## src/rtl/bcd_timer_pkg.sv

```systemverilog
// Shared types, seven-segment table and sizing helpers for the BCD timer.
package bcd_timer_pkg;

  typedef logic [3:0] bcd_t;

  // Active-low patterns with bit 0 = segment a ... bit 6 = segment g.
  localparam logic [6:0] SEG_LUT [0:9] = '{
    7'h40, 7'h79, 7'h24, 7'h30, 7'h19,
    7'h12, 7'h02, 7'h78, 7'h00, 7'h10
  };
  localparam logic [6:0] SEG_BLANK = 7'h7f;

  function automatic logic [6:0] seg_decode(bcd_t v);
    if (v <= 4'd9) return SEG_LUT[v];
    return SEG_BLANK;
  endfunction

  function automatic int unsigned presc_width(int unsigned div);
    return (div < 2) ? 1 : $clog2(div);
  endfunction

endpackage

```

## src/rtl/bcd_timer_digit.sv

```systemverilog
// One BCD decade cell: up/down count with carry/borrow out, clear and sanitised load.
module bcd_digit
  import bcd_timer_pkg::*;
(
  input  logic clk,
  input  logic rst_n,
  input  logic step_in,
  input  logic up,
  input  logic clr,
  input  logic load,
  input  bcd_t load_d,
  output bcd_t q,
  output logic carry_out
);

  bcd_t q_q, q_d;

  assign q         = q_q;
  assign carry_out = step_in & (up ? (q_q == 4'd9) : (q_q == 4'd0));

  always_comb begin
    q_d = q_q;
    if (clr) begin
      q_d = 4'd0;
    end else if (load) begin
      q_d = (load_d > 4'd9) ? 4'd0 : load_d;
    end else if (step_in) begin
      if (up) q_d = (q_q == 4'd9) ? 4'd0 : q_q + 4'd1;
      else    q_d = (q_q == 4'd0) ? 4'd9 : q_q - 4'd1;
    end
  end

  always_ff @(posedge clk or negedge rst_n) begin
    if (!rst_n) q_q <= 4'd0;
    else        q_q <= q_d;
  end

endmodule

```

## src/rtl/bcd_timer.sv

```systemverilog
// Prescaled multi-digit BCD up/down timer with wrap pulse and seven-segment outputs.
module bcd_timer
  import bcd_timer_pkg::*;
#(
  parameter int unsigned CLK_HZ  = 50_000_000,
  parameter int unsigned TICK_HZ = 1,
  parameter int unsigned DIGITS  = 4
) (
  input  logic                  CLOCK_50,
  input  logic                  reset_n,
  input  logic                  en,
  input  logic                  clr,
  input  logic                  load,
  input  logic [4*DIGITS-1:0]   load_val,
  input  logic                  up,
  output logic                  tick,
  output logic                  wrap,
  output logic [4*DIGITS-1:0]   bcd,
  output logic [7*DIGITS-1:0]   seg
);

  localparam int unsigned DIV = CLK_HZ / TICK_HZ;
  localparam int unsigned PW  = presc_width(DIV);

  if (DIV < 2 || (CLK_HZ % TICK_HZ) != 0) begin : g_bad_div
    $error("bcd_timer: CLK_HZ/TICK_HZ must be an integer >= 2");
  end
  if (DIGITS < 1 || DIGITS > 8) begin : g_bad_digits
    $error("bcd_timer: DIGITS must be in 1..8");
  end

  logic [PW-1:0] p_q, p_d;
  logic          tick_q, tick_d;
  logic          wrap_q, wrap_d;
  logic          tc;
  logic [DIGITS:0] carry;

  always_comb begin
    tc  = (p_q == PW'(DIV - 1));
    p_d = p_q;
    if (clr || load) p_d = '0;
    else if (en)     p_d = tc ? '0 : p_q + 1'b1;
  end

  // Terminal count only steps the chain when no clear/load pre-empts it.
  assign carry[0] = en & tc & ~clr & ~load;
  assign tick_d   = carry[0];
  assign wrap_d   = carry[DIGITS];

  for (genvar d = 0; d < DIGITS; d++) begin : g_digit
    bcd_digit u_digit (
      .clk       (CLOCK_50),
      .rst_n     (reset_n),
      .step_in   (carry[d]),
      .up        (up),
      .clr       (clr),
      .load      (load),
      .load_d    (load_val[4*d +: 4]),
      .q         (bcd[4*d +: 4]),
      .carry_out (carry[d+1])
    );
  end

  always_ff @(posedge CLOCK_50 or negedge reset_n) begin
    if (!reset_n) begin
      p_q    <= '0;
      tick_q <= 1'b0;
      wrap_q <= 1'b0;
    end else begin
      p_q    <= p_d;
      tick_q <= tick_d;
      wrap_q <= wrap_d;
    end
  end

  assign tick = tick_q;
  assign wrap = wrap_q;

  always_comb begin
    seg = '0;
    for (int i = 0; i < DIGITS; i++) seg[7*i +: 7] = seg_decode(bcd_t'(bcd[4*i +: 4]));
  end

endmodule

```

## config.mk

```make
export PLATFORM = sky130hd
export DESIGN_NAME = bcd_timer
export DESIGN_NICKNAME = d
export VERILOG_FILES = /design/src/rtl/bcd_timer_pkg.sv /design/src/rtl/bcd_timer_digit.sv /design/src/rtl/bcd_timer.sv
export SDC_FILE = /design/constraint.sdc
export NUM_CORES = 1
export LEC_CHECK = 0
export ABC_AREA = 1
export CAP_MARGIN = 0
export CORE_AREA = 10 10 94 96
export DETAILED_ROUTE_END_ITERATION = 8
export DIE_AREA = 0 0 104 106
export GPL_TIMING_DRIVEN = 0
export PLACE_DENSITY = 0.87
export SYNTH_ARGS = -nofsm -noshare
export SYNTH_HDL_FRONTEND = slang
export SYNTH_HIERARCHICAL = 1
export SYNTH_SLANG_ARGS = --single-unit
```

## constraint.sdc

```tcl
create_clock -name CLOCK_50 -period 6.5 [get_ports CLOCK_50]
set_input_delay 0.65 -clock CLOCK_50 [delete_from_list [all_inputs] [get_ports CLOCK_50]]
set_output_delay 0.65 -clock CLOCK_50 [all_outputs]
set_load 0.01 [all_outputs]
```

==> impl_metrics.toml <==
[cts]
clk_pin_slew_ns = 0.08
clock-sinks = 44
clk_latency_ns = 0.30
cts_resized = 0
root_buffer = "clkbuf_8"
ctsHoldBuffers = 0
post_cts_buffers = 0
cts_made_buffers = 5
cts.htree.levels = 2
cts_tree = "yes"
clk_path_buf_depth = 2

[placed_design]
dp_slack_ns = 2.68
io_buffers = 67
hpwl_um = 8050
gp_congestion = 0.892

[sta]
hold_slack_ns = 0.294
slew_viol_final = 0
period_minus_slack_ns = 3.53
fin_crit_sh = 0.544
tns_ns = 0
setup_viol = 0
skew_ns = 0.00608
rsz0062_at_grt = "false"
relSlewSlack = 0.380
setup_ws_ns = 2.97
worst_slew_pin_slew_ns = 0.927
max_freq_ghz = 0.283
hold_violations = 0

[power_and_ir_drop]
p_leak_uw = 0.00232
p_sw_frac = 0.362
p_int_uw = 495
p_per_area_nw_per_um2 = 162
vdd_ir_drop_max_uv = 89.0
p_total_uw = 776
p_sw_uw = 281
p_comb_frac = 0.390
p_seq_frac = 0.406
power_frac_clock = 0.204

[worst_setup_path]
start_kind = "input port"
critPathMaxStageDelay_ns = 0.78
crit_path_max_fanout = 21
critPathRequiredTime_ns = 6.72
path_cells = "clkdlybuf4s50_1 -> nor2_1 -> inv_1 -> nor2_1 -> inv_1 -> nor2_1 -> inv_1 -> a211oi_1 -> inv_1 -> a211oi_1 -> inv_1 -> a211oi_1 -> inv_1 -> nand3_2 -> nand2_1 -> inv_1 -> o21ai_0 -> o22ai_1"
path_class = "input port to flop"
crit_path_top_delay_cell = "clkdlybuf4s50_1"
cp_common_cell = "inv_1"
cp-end-kind = "flop"
arrival_ns = 3.76

[synth]
ys_seq_area_frac = 0.280
avgSynthCellArea_sq_um = 6.32
yosys_warnings = 6
ys_ff_latch = 44
ys_types = 28
synthesis.area_sq_um = 3930
synth_nets = 665
synthCells = 621

[routing]
wl_um = 10400
antenna_left = 0
route.detailed.drc = 0
drt_pass1_iterations = 5
wl_per_cell_um = 13.2
avgViaCountPerCell = 5.30
drt_iter0_markers = 255
num_vias = 4203

[floorplan]
start_util = 0.556
die_x_um = 104
row_count = 31
fp.dieArea_sq_um = 11000
die_h_um = 106
io_pins = 68
coreArea_sq_um = 7060

[global_routing]
grt_pass1_vias = 4077
grtUsageTotal = 0.187
antenna_found_initial = 0
grt_max_degree = 26
grt_pass1_wl_um = 18200
gr-total-overflow = 0

[finish]
nets = 740
areaGrowthSynthToFinish_pct = 22.4
nFillCells = 634
seq_area_sq_um = 1100
multi_input_area_sq_um = 2460
drive_gt1_frac = 0.0735
post-route-util = 0.681
antenna_cells = 0

[flow_run]
maxCapViolCount = 0

[status]
status = "finished, final reports clean"

[worst_hold_path]
min_path_type = "input port to async pin"
final cells by class:
class                      count  area share
buffer                         4     0.00599
multi-input combinational    483       0.511
timing repair buffer          68       0.143
sequential                    44       0.229
tap                           99      0.0258
inverter                      90      0.0708
clock buffer                   5      0.0143
per-layer routing:
layer | global-route usage | share of wire | vias up
met5 | 0 | 0 | -
met4 | 0.0517 | 0.014 | 0
met3 | 0.0435 | 0.060 | 15
met2 | 0.331 | 0.49 | 128
met1 | 0.222 | 0.44 | 1921
li1 | - | - | 2139
final timing paths:
path,slack (ns),end,start,cells after the start
max in group asynchronous,5.71,g_digit[1].u_digit/q[0],reset_n,2
min in group CLOCK_50,0.55,p_q[0],p_q[0],1
min,0.29,p_q[23],reset_n,1
max reg2reg,3.76,g_digit[3].u_digit/q[0],p_q[14],18
max,2.97,g_digit[3].u_digit/q[0],load,18
min reg2reg,0.55,p_q[0],p_q[0],1
cells in the mapped netlist:
cell      instances  area [sq um]
o21bai_1          1          7.51
nand3_2           9          90.1
o311ai_0          4          35.0
o22ai_1           4          25.0
a21oi_1          21           105
dfrtp_1          44          1100
buf_4             1          7.51
inv_2             8          30.0
nor2_2           13          81.3
inv_4             1          6.26
nand3b_1          4          30.0
o21ai_2           1          8.76
buf_6             1          11.3
xnor2_1           8          70.1
buf_2             2          10.0
inv_1            81           304
o21ai_0          57           285
a211oi_1          4          30.0
xor2_1            5          43.8
nand4_1          12          75.1
ha_1             22           275
nor2_1           35           131
nand3_1          38           190
o21ai_1           8          40.0
nand2_2           4          25.0
nand2_1         226           848
nor3_1            3          15.0
nor2_4            4          45.0
registers in the layout (all words and copies together) (netlist names):
| name | cells |
|---|---|
| p_q | 26 |
| g_digit.u_digit/q | 16 |
| wrap | 1 |
| tick | 1 |
critical path, delay by kind of cell:
family	cells	cell delay, ns
simple gates	5	0.80
buf+inv	8	1.42
compound gates	5	0.89
cells in the final DEF (no fill, tap or decap), drive strengths merged, types with 3 or more instances in the layout:
master / count
a211oi: 4
a21oi: 21
buf: 6
clkbuf: 5
clkdlybuf4s50: 66
dfrtp: 44
ha: 22
inv: 90
nand2: 230
nand3: 47
nand3b: 4
nand4: 12
nor2: 52
nor3: 3
o21ai: 66
o22ai: 4
o311ai: 4
xnor2: 8
xor2: 5
cell families (layout without fill, tap and decap cells):
kind of cell	count (synthesis)	after routing	synth area share
XOR/XNOR	13	13	0.0290
AND/OR/NAND/NOR	348	348	0.390
buffers and inverters	94	167	0.0940
adder cells (fa/ha/maj)	22	22	0.0701
AO/OA/AOI/OAI	100	100	0.137
flip-flops	44	44	0.280
power by group through the flow:
stage,registers (uW),logic [uW],clock network (uW)
6_report,315,303,158
5_1_grt,318,338,170
4_1_cts,314,305,162
3_5_place_dp,319,302,0
3_3_place_gp,319,291,0
2_1_floorplan,316,151,0
metrics by stage:
stage	std cells	instance area, sq um
after floorplan	621	3930
after global placement	787	4720
after detailed placement	788	4740
after CTS	793	4810
after global routing	793	4810
final	793	4810
(Power assumes the default switching activity.)
